`src/rtl/pipeline_hazard_controller_pkg.sv`:
```
// -----------------------------------------------------------------------------
// pipeline_hazard_controller_pkg
//   Shared pipeline constants: controller state encoding, counter widths,
//   the per-cycle stage-control bundle and the load-use hazard detector.
// -----------------------------------------------------------------------------
package pipeline_hazard_controller_pkg;

    localparam int PERF_CNT_W  = 16;  // performance counter width
    localparam int FLUSH_CNT_W = 3;   // holds FLUSH_DEPTH-1 for depths up to 7
    localparam int REG_ADDR_W  = 5;
    localparam int LOAD_CODE_W = 3;

    typedef enum logic [1:0] {
        ST_RUN      = 2'd0,
        ST_FLUSH    = 2'd1,
        ST_MEM_WAIT = 2'd2
    } hazard_state_e;

    // One bit per stage-control output, in a fixed order.
    typedef struct packed {
        logic stall_pc;
        logic stall_fetch;
        logic clear_fetch;
        logic stall_dec;
        logic clear_dec;
        logic stall_ex;
    } stage_ctrl_t;

    localparam stage_ctrl_t CTRL_NONE = '0;

    // Data-cache miss: freeze every stage, clear nothing.
    localparam stage_ctrl_t CTRL_HOLD_ALL = '{
        stall_pc: 1'b1, stall_fetch: 1'b1, clear_fetch: 1'b0,
        stall_dec: 1'b1, clear_dec: 1'b0, stall_ex: 1'b1
    };

    // Taken branch: squash the two wrong-path instructions.
    localparam stage_ctrl_t CTRL_FLUSH = '{
        stall_pc: 1'b0, stall_fetch: 1'b0, clear_fetch: 1'b1,
        stall_dec: 1'b0, clear_dec: 1'b1, stall_ex: 1'b0
    };

    // Load-use or I-cache miss: hold the front end and push a bubble
    // into execution while the older instructions keep moving.
    localparam stage_ctrl_t CTRL_BUBBLE = '{
        stall_pc: 1'b1, stall_fetch: 1'b1, clear_fetch: 1'b0,
        stall_dec: 1'b0, clear_dec: 1'b1, stall_ex: 1'b0
    };

    // A load whose destination is read by the very next instruction.
    // x0 is hard-wired to zero, so a load into it never creates a hazard.
    function automatic logic load_use_hazard(
        input logic [LOAD_CODE_W-1:0] load_code,
        input logic                   rd_we,
        input logic [REG_ADDR_W-1:0]  rd,
        input logic [REG_ADDR_W-1:0]  rs1,
        input logic [REG_ADDR_W-1:0]  rs2
    );
        return (load_code != '0) && rd_we && (rd != '0) &&
               ((rd == rs1) || (rd == rs2));
    endfunction

endpackage

```
`src/rtl/pipeline_hazard_controller_saturating_counter.sv`:
```
// -----------------------------------------------------------------------------
// saturating_counter
//   Up-counter that sticks at all-ones instead of wrapping.
//   clk_i    : clock
//   clear_i  : synchronous clear (highest priority)
//   enable_i : count this cycle
//   count_o  : current count
// -----------------------------------------------------------------------------
module saturating_counter
    import pipeline_hazard_controller_pkg::*;
#(
    parameter int WIDTH = PERF_CNT_W
) (
    input  logic             clk_i,
    input  logic             clear_i,
    input  logic             enable_i,
    output logic [WIDTH-1:0] count_o
);

    logic [WIDTH-1:0] count_q;
    logic [WIDTH-1:0] count_d;

    always_comb begin
        count_d = count_q;
        if (clear_i) begin
            count_d = '0;
        end else if (enable_i && (count_q != '1)) begin
            count_d = count_q + WIDTH'(1);
        end
    end

    // NOTE: state registers are written with <= so every flop samples the
    // pre-edge values and simulation matches the synthesized hardware.
    always_ff @(posedge clk_i) begin
        count_q <= count_d;
    end

    assign count_o = count_q;

endmodule

```
`src/rtl/pipeline_hazard_controller.sv`:
```
// -----------------------------------------------------------------------------
// pipeline_hazard_controller
//   Resolves data-cache misses, taken branches, load-use hazards and
//   instruction-cache misses for a five-stage pipeline. Stage controls are
//   combinational from the current state and inputs; state and the two
//   performance counters are registered.
//
//   Parameters: HIGH/LOW (asserted/deasserted level), FLUSH_DEPTH (1..7
//   cycles of fetch/decode clearing per taken branch).
//
//   CLK, RST                          : clock, synchronous active-high reset
//   DEC_RS1_ADDRESS, DEC_RS2_ADDRESS  : sources of instruction entering decode
//   EX_RD_ADDRESS, EX_RD_WRITE_ENABLE : destination of instruction in decode
//                                       output register
//   EX_DATA_CACHE_LOAD                : its load code, nonzero = load
//   BRANCH_TAKEN                      : control transfer resolved taken
//   INSTRUCTION_CACHE_READY,
//   DATA_CACHE_READY                  : cache hit/ready
//   STALL_*/CLEAR_*                   : per-stage stall and clear controls
//   STALL_CYCLE_COUNT                 : cycles with the PC stalled
//   FLUSH_CYCLE_COUNT                 : cycles with fetch cleared
// -----------------------------------------------------------------------------
module pipeline_hazard_controller
    import pipeline_hazard_controller_pkg::*;
#(
    parameter logic        HIGH        = 1'b1,
    parameter logic        LOW         = 1'b0,
    parameter int unsigned FLUSH_DEPTH = 2
) (
    input  logic                   CLK,
    input  logic                   RST,
    input  logic [REG_ADDR_W-1:0]  DEC_RS1_ADDRESS,
    input  logic [REG_ADDR_W-1:0]  DEC_RS2_ADDRESS,
    input  logic [REG_ADDR_W-1:0]  EX_RD_ADDRESS,
    input  logic                   EX_RD_WRITE_ENABLE,
    input  logic [LOAD_CODE_W-1:0] EX_DATA_CACHE_LOAD,
    input  logic                   BRANCH_TAKEN,
    input  logic                   INSTRUCTION_CACHE_READY,
    input  logic                   DATA_CACHE_READY,
    output logic                   STALL_PROGRAM_COUNTER,
    output logic                   STALL_FETCH_STAGE,
    output logic                   CLEAR_FETCH_STAGE,
    output logic                   STALL_DECODING_STAGE,
    output logic                   CLEAR_DECODING_STAGE,
    output logic                   STALL_EXECUTION_STAGE,
    output logic [PERF_CNT_W-1:0]  STALL_CYCLE_COUNT,
    output logic [PERF_CNT_W-1:0]  FLUSH_CYCLE_COUNT
);

    // Cycles still to flush after the branch cycle itself.
    localparam logic [FLUSH_CNT_W-1:0] FLUSH_RELOAD = FLUSH_CNT_W'(FLUSH_DEPTH - 1);

    hazard_state_e            state_q, state_d;
    logic [FLUSH_CNT_W-1:0]   flush_cnt_q, flush_cnt_d;
    stage_ctrl_t              ctrl;
    stage_ctrl_t              ctrl_out;

    logic dcache_miss;
    logic icache_miss;
    logic branch;
    logic load_use;

    assign dcache_miss = (DATA_CACHE_READY != HIGH);
    assign icache_miss = (INSTRUCTION_CACHE_READY != HIGH);
    assign branch      = (BRANCH_TAKEN == HIGH);
    assign load_use    = load_use_hazard(EX_DATA_CACHE_LOAD,
                                         EX_RD_WRITE_ENABLE == HIGH,
                                         EX_RD_ADDRESS,
                                         DEC_RS1_ADDRESS,
                                         DEC_RS2_ADDRESS);

    // Next-state and stage-control decode, in priority order.
    always_comb begin
        // NOTE: every signal written here gets a default first, so no path
        // leaves one unassigned and no latch is inferred.
        state_d     = state_q;
        flush_cnt_d = flush_cnt_q;
        ctrl        = CTRL_NONE;

        if (dcache_miss) begin
            // The memory stage cannot complete: freeze the whole pipe. A flush
            // in progress is paused with its remaining count intact.
            ctrl = CTRL_HOLD_ALL;
            if (state_q != ST_FLUSH) begin
                state_d = ST_MEM_WAIT;
            end
        end else if (state_q == ST_FLUSH) begin
            ctrl = CTRL_FLUSH;
            if (branch) begin
                // A new taken branch restarts the flush window.
                flush_cnt_d = FLUSH_RELOAD;
            end else begin
                flush_cnt_d = flush_cnt_q - FLUSH_CNT_W'(1);
                if (flush_cnt_q <= FLUSH_CNT_W'(1)) begin
                    state_d     = ST_RUN;
                    flush_cnt_d = '0;
                end
            end
        end else begin
            // RUN, and MEM_WAIT on the cycle the data cache comes back,
            // share the same rules (the unused encoding also lands here).
            state_d = ST_RUN;
            if (branch) begin
                ctrl = CTRL_FLUSH;
                if (FLUSH_DEPTH > 1) begin
                    state_d     = ST_FLUSH;
                    flush_cnt_d = FLUSH_RELOAD;
                end
            end else if (load_use || icache_miss) begin
                ctrl = CTRL_BUBBLE;
            end
        end
    end

    always_ff @(posedge CLK) begin
        if (RST) begin
            state_q     <= ST_RUN;
            flush_cnt_q <= '0;
        end else begin
            state_q     <= state_d;
            flush_cnt_q <= flush_cnt_d;
        end
    end

    // Reset silences every stage control in the same cycle.
    assign ctrl_out = RST ? CTRL_NONE : ctrl;

    assign STALL_PROGRAM_COUNTER = ctrl_out.stall_pc    ? HIGH : LOW;
    assign STALL_FETCH_STAGE     = ctrl_out.stall_fetch ? HIGH : LOW;
    assign CLEAR_FETCH_STAGE     = ctrl_out.clear_fetch ? HIGH : LOW;
    assign STALL_DECODING_STAGE  = ctrl_out.stall_dec   ? HIGH : LOW;
    assign CLEAR_DECODING_STAGE  = ctrl_out.clear_dec   ? HIGH : LOW;
    assign STALL_EXECUTION_STAGE = ctrl_out.stall_ex    ? HIGH : LOW;

    saturating_counter #(
        .WIDTH (PERF_CNT_W)
    ) u_stall_cycle_cnt (
        .clk_i    (CLK),
        .clear_i  (RST),
        .enable_i (ctrl_out.stall_pc),
        .count_o  (STALL_CYCLE_COUNT)
    );

    saturating_counter #(
        .WIDTH (PERF_CNT_W)
    ) u_flush_cycle_cnt (
        .clk_i    (CLK),
        .clear_i  (RST),
        .enable_i (ctrl_out.clear_fetch),
        .count_o  (FLUSH_CYCLE_COUNT)
    );

endmodule

```
`config.mk`:
```
export PLATFORM = sky130hd
export DESIGN_NAME = pipeline_hazard_controller
export DESIGN_NICKNAME = d
export VERILOG_FILES = /design/src/rtl/pipeline_hazard_controller_pkg.sv /design/src/rtl/pipeline_hazard_controller_saturating_counter.sv /design/src/rtl/pipeline_hazard_controller.sv
export SDC_FILE = /design/constraint.sdc
export NUM_CORES = 1
export LEC_CHECK = 0
export ABC_AREA = 1
export CAP_MARGIN = 20
export CORE_MARGIN = 2
export CORE_UTILIZATION = 45
export CTS_BUF_LIST = sky130_fd_sc_hd__clkbuf_4 sky130_fd_sc_hd__clkbuf_8 sky130_fd_sc_hd__clkbuf_16
export DETAILED_ROUTE_END_ITERATION = 8
export PLACE_DENSITY = 0.82
export SYNTH_ARGS = -nofsm -noshare
export SYNTH_HDL_FRONTEND = slang
export SYNTH_SLANG_ARGS = --single-unit
```
`constraint.sdc`:
```
create_clock -name CLK -period 2.04 [get_ports CLK]
set_input_delay 0.612 -clock CLK [delete_from_list [all_inputs] [get_ports CLK]]
set_output_delay 0.612 -clock CLK [all_outputs]
set_load 0.01 [all_outputs]
```
Yosys cells after proc, flatten, opt, wreduce, memory -nomap -nowiden
Index checks and enable logic that the tools add are counted.
{"block": "word_totals", "register_bits": 37, "in_bits": 24, "out_inout_bits": 38, "wordCells": 51}
{"block": "classes", "add_sub_neg": 3, "magnitude_cmp": 1, "n_eq_ne": 8, "n_mux": 21, "bitwise_logic": 1, "n_reduce_logical": 13}
{"cell": "16-bit by 1-bit adder with 16-bit output (second input constant)", "n": 2}
{"cell": "16-bit != test (second input constant)", "n": 2}
{"cell": "6-bit 2-to-1 mux", "n": 5}
{"cell": "3-bit 2-to-1 mux", "n": 4}
{"cell": "5-bit equality test", "n": 2}
{"cell": "2-bit 2-to-1 mux", "n": 5}
{"cell": "1-bit 2-to-1 mux", "n": 7}
{"cell": "1-bit logical AND", "n": 5}
{"cell": "5-bit nonzero test", "n": 1}
{"cell": "2-bit nonzero test", "n": 2}
{"cell": "3-bit by 1-bit <= comparator with 1-bit output (second input constant)", "n": 1}
{"cell": "3-bit by 2-bit != test with 1-bit output (second input constant)", "n": 1}
{"cell": "3-bit != test (second input constant)", "n": 1}
{"cell": "3-bit AND reduction", "n": 1}
{"cell": "3-bit nonzero test", "n": 1}
{"cell": "3-bit by 1-bit subtractor with 3-bit output (second input constant)", "n": 1}
{"cell": "2-bit by 1-bit equality test with 1-bit output (second input constant)", "n": 1}
{"cell": "1-bit logical OR", "n": 2}
{"cell": "2-bit by 1-bit != test with 1-bit output (second input constant)", "n": 1}
{"cell": "2-bit AND reduction", "n": 1}
{"cell": "1-bit inverter", "n": 1}

Depth between registers and ports, before layout
{"block": "depth", "ltp_word": 11, "ltp_mapped": 13}

Cells and area by module
Synthesis repeated with hierarchy kept, for this count alone.
{"block": "hier_totals", "cells_unflattened": 396, "area_unflattened_um2": 2397.3}
{"mod": "saturating_counter", "n_inst": 2, "cells_per_inst": 149, "area_each_um2": 929.6}
{"mod": "pipeline_hazard_controller", "n_inst": 1, "cells_per_inst": 98, "area_each_um2": 538.0}

Worst setup path after synthesis
OpenSTA, ideal clock, no wires.
{"block": "synth_timing", "kind": "input port to output port", "from": "input port DATA_CACHE_READY", "to": "output port STALL_PROGRAM_COUNTER", "arrival_time_ns": 1.590, "t_required_ns": 1.428, "slack_ns": -0.162, "cell_stages": 9, "cell_sequence": "nand2_1 inv_2 nor2_4 inv_2 nor2_8 buf_4 nand2_1 inv_1 buf_4"}
{"block": "synth_via", "elab_chain_len": 3}
{"element": "from (decl)", "line_no": "pipeline_hazard_controller.sv:39", "source": "input logic DATA_CACHE_READY,"}
{"element": "6-bit 2-to-1 mux", "line_no": "pipeline_hazard_controller.sv:80", "source": "if (dcache_miss) begin"}
{"element": "6-bit 2-to-1 mux", "line_no": "pipeline_hazard_controller.sv:126", "source": "assign ctrl_out = RST ? CTRL_NONE : ctrl;"}
{"element": "1-bit 2-to-1 mux", "line_no": "pipeline_hazard_controller.sv:128", "source": "assign STALL_PROGRAM_COUNTER = ctrl_out.stall_pc ? HIGH : LOW;"}
{"element": "to (decl)", "line_no": "pipeline_hazard_controller.sv:40", "source": "output logic STALL_PROGRAM_COUNTER,"}
Every way passes these cells.

Worst setup path in the final report
{"block": "layout_timing", "from": "input port DEC_RS1_ADDRESS[3]", "to": "output port CLEAR_DECODING_STAGE"}
{"block": "layout_via", "elab_chain_len": 10}
{"element": "from (decl)", "line_no": "pipeline_hazard_controller.sv:32", "source": "input logic [REG_ADDR_W-1:0] DEC_RS1_ADDRESS,"}
{"element": "5-bit equality test", "line_no": "pipeline_hazard_controller_pkg.sv:60", "source": "((rd == rs1) || (rd == rs2));"}
{"element": "1-bit logical OR", "line_no": "pipeline_hazard_controller_pkg.sv:60"}
{"element": "1-bit logical AND", "line_no": "pipeline_hazard_controller_pkg.sv:59", "source": "return (load_code != '0) && rd_we && (rd != '0) &&"}
{"element": "1-bit logical OR", "line_no": "pipeline_hazard_controller.sv:109", "source": "end else if (load_use || icache_miss) begin"}
{"element": "6-bit 2-to-1 mux", "line_no": "pipeline_hazard_controller.sv:109"}
{"element": "6-bit 2-to-1 mux", "line_no": "pipeline_hazard_controller.sv:103", "source": "if (branch) begin"}
{"element": "6-bit 2-to-1 mux", "line_no": "pipeline_hazard_controller.sv:87", "source": "end else if (state_q == ST_FLUSH) begin"}
{"element": "6-bit 2-to-1 mux", "line_no": "pipeline_hazard_controller.sv:80"}
{"element": "6-bit 2-to-1 mux", "line_no": "pipeline_hazard_controller.sv:126"}
{"element": "1-bit 2-to-1 mux", "line_no": "pipeline_hazard_controller.sv:132", "source": "assign CLEAR_DECODING_STAGE = ctrl_out.clear_dec ? HIGH : LOW;"}
{"element": "to (decl)", "line_no": "pipeline_hazard_controller.sv:44", "source": "output logic CLEAR_DECODING_STAGE,"}
Every way passes these cells.

==> results.yml <==
clocking:
  clk_latency_ps: 300
  clock_path_buffers: 2
  clk_pin_slew_ps: 80
  hold_buffers: 0
  cts_buffers: 5
  htreeDepth: 2
  cts_tree: "yes"
  clock_sinks: 37
  cts-root-buf: "clkbuf_8"
synth:
  ys_warn_count: 0
  synth_seq_cells: 37
  synth_area_per_cell_um2: 6.73
  ys_types: 34
  syn_nets: 390
  ys_seq_area_share_pct: 30.4
  syn_inst: 362
  synth_area_mm2: 0.00244
placed_design:
  placedInstanceArea_mm2: 0.00324
  place_hpwl_um: 4760
  io_buffer_count: 61
  dp.cells: 502
  routabilityCongestion: 0.929
timing:
  rsz0062_at_grt: "true"
  tightest_slew_ps: 311
  drv_slew: 0
  worst_slack_ps: -67.3
  hold_viol: 0
  finalSetupTns_ps: -180
  fmax_mhz: 475
  slew_headroom_pct: 79.2
  fin_crit_sh_pct: 103
  finalWorstPathRequiredPeriod_ps: 2110
  clock_skew_ps: 8.58
  setup_viol: 3
drt:
  vias: 2607
  drt-initial-drc-count: 194
  routed_wirelength_um: 6370
  first_pass_iters: 4
  drtAntennaViolNets: 0
  drc: 0
  wire_per_inst_um: 12.4
  vias_per_cell: 5.08
finish:
  antenna_cells: 0
  nNetsFinal: 470
  layout.cells.non_filler: 513
  fin_util_pct: 66.1
  area_growth_pct: 40.3
  nFillCells: 425
  fin_area_mm2: 0.00342
  seqCellArea_um2: 741
  multi_input_area_mm2: 0.00147
  drive_gt1_share_pct: 23.3
die:
  pin_count: 62
  coreArea_mm2: 0.00517
  die_x_um: 77.6
  die_area_mm2: 0.00602
  initial_core_util_pct: 47.1
  rows: 26
  fp.dieH_um: 77.6
global_route:
  grt_pass1_vias: 2514
  grt_max_degree: 19
  antenna_found_initial: 0
  grt_first_pass_wirelength_um: 11000
  grt_usage_pct: 22.2
  globalRouteOverflowTotal: 0
job:
  drv_cap: 0
power_and_ir_drop:
  ir_drop_mv: 0.402
  leakagePower_nw: 1.44
  power.density_mw_per_mm2: 499
worst_setup_path:
  crit_type: "in2out"
  start_kind: "primary input"
  critPathCaptureType: "primary output"
  cp_data_arrival_time_ps: 1500
  crit_fanout: 2
  required_ps: 1430
hold_path:
  hp-class: "reg2reg"
outcome:
  status: "finished with violations"
  violations: "negative setup slack"
sequential cells by signal, indices dropped and copies added (netlist names):
name	count
u_flush_cycle_cnt.count_o	16
state_q	2
flush_cnt_q	3
u_stall_cycle_cnt.count_o	16
worst paths after layout:
path,cells past startpoint,startpoint,to,slack [ps]
setup / recovery,12,DEC_RS1_ADDRESS[3],CLEAR_DECODING_STAGE,-70
hold / removal,2,u_stall_cycle_cnt.count_o[14],u_stall_cycle_cnt.count_o[14],480
setup reg to reg,11,u_flush_cycle_cnt.count_o[0],u_flush_cycle_cnt.count_o[7],250
hold reg to reg,2,u_stall_cycle_cnt.count_o[14],u_stall_cycle_cnt.count_o[14],480
report_power, final:
group / internal [W] / leakage (nW) / switching (W) / total (W)
Combinational: 0.000131 / 1.08 / 0.000147 / 0.000277
Clock: 0.000398 / 0.0574 / 0.000290 / 0.000688
Sequential: 0.000732 / 0.299 / 0.00000936 / 0.000741
Total: 0.00126 / 1.44 / 0.000446 / 0.00171
critical path: stages:
cell,delay (ps)
buf_6,70
inv_1,30
nand2_1,60
nand2_1,60
nor2_1,130
nand3_1,80
nand2_1,80
nand2_2,70
nand2_1,60
nand3_1,70
nand2_1,60
buf_2,120
synthesized netlist by cell type, drive strengths merged:
| master | count | area [um2] |
|---|---|---|
| nor2 | 47 | 253 |
| nand4 | 21 | 131 |
| xor2 | 11 | 96.3 |
| clkbuf | 2 | 7.51 |
| inv | 51 | 194 |
| xnor2 | 8 | 70.1 |
| a31oi | 1 | 6.26 |
| and3 | 3 | 18.8 |
| dfxtp | 37 | 741 |
| clkinv | 1 | 3.75 |
| nor3 | 12 | 80.1 |
| o31ai | 1 | 7.51 |
| nand2 | 93 | 364 |
| ha | 4 | 50.1 |
| o21ai | 13 | 65.1 |
| o21a | 1 | 7.51 |
| buf | 9 | 76.3 |
| nand3 | 20 | 123 |
| nand3b | 1 | 7.51 |
| a21oi | 26 | 134 |
per-stage QoR:
| stage | total power (W) | hold WS [ps] | setup WS (ps) |
|---|---|---|---|
| after floorplan | 0.000901 | 454 | -60.4 |
| after global placement | 0.00101 | 470 | -973 |
| after detailed placement | 0.00102 | 472 | -1000 |
| after CTS | 0.00170 | 484 | -89.9 |
| after global routing | 0.00177 | 508 | -154 |
| final | 0.00171 | 484 | -67.3 |
cell families after synthesis:
kind of cell               after synthesis  synth area share [%]
AOI/OAI and AO/OA                       42                  9.04
xor gates and xnor gates                19                  6.83
adders and majority gates                4                  2.05
buffers and inverters                   63                  11.6
DFF                                     37                  30.4
and+or+nand+nor                        197                  40.1
routing by layer:
layer | track usage (%) | vias to the layer above | wire length, um
met5 | 0 | - | 0
met4 | 6.25 | 0 | 97
met3 | 4.30 | 15 | 281
met2 | 40.2 | 72 | 3190
met1 | 26.5 | 1195 | 2810
li1 | - | 1325 | -
cells in the final DEF, fill, tap and decap left out, types with 3 or more instances in the layout:
cell             synthesis  routed
a21oi_1                 25      25
and3_1                   3       3
buf_2                    1       7
buf_4                    3      22
buf_6                    4       8
buf_8                    0       3
clkbuf_8                 0       6
clkdlybuf4s15_1          0       3
clkdlybuf4s50_1          0      33
dfxtp_1                 37      37
ha_1                     4       4
inv_1                   42      39
inv_2                    8       6
inv_4                    1       5
nand2_1                 87      75
nand2_2                  6      17
nand3_1                 17      17
nand4_1                 21      21
nor2_1                  39      36
nor2_2                   2       4
nor2_4                   3       4
nor2_8                   3       3
nor3_1                   8       8
nor3_2                   4       4
o21ai_0                  7       7
o21ai_1                  6       6
xnor2_1                  8       8
xor2_1                  11      11
timing repair:
item | CTS | global route
setup buffers | 3 | 0
pin swaps | 27 | 18
gates cloned | 0 | 0
resized for setup | 112 | 19
endpoints found under the setup margin | 24 | 4
layout make-up:
| type | instances | share of cell area [%] |
|---|---|---|
| clock buffers | 6 | 2.42 |
| clock inverters | 2 | 1.10 |
| inverters | 52 | 6.30 |
| multi-input cells | 262 | 43.0 |
| flip-flops and latches | 37 | 21.7 |
| well taps | 70 | 2.56 |
| repair buffers | 84 | 23.0 |
No activity file was read; power rests on OpenSTA's default activity.
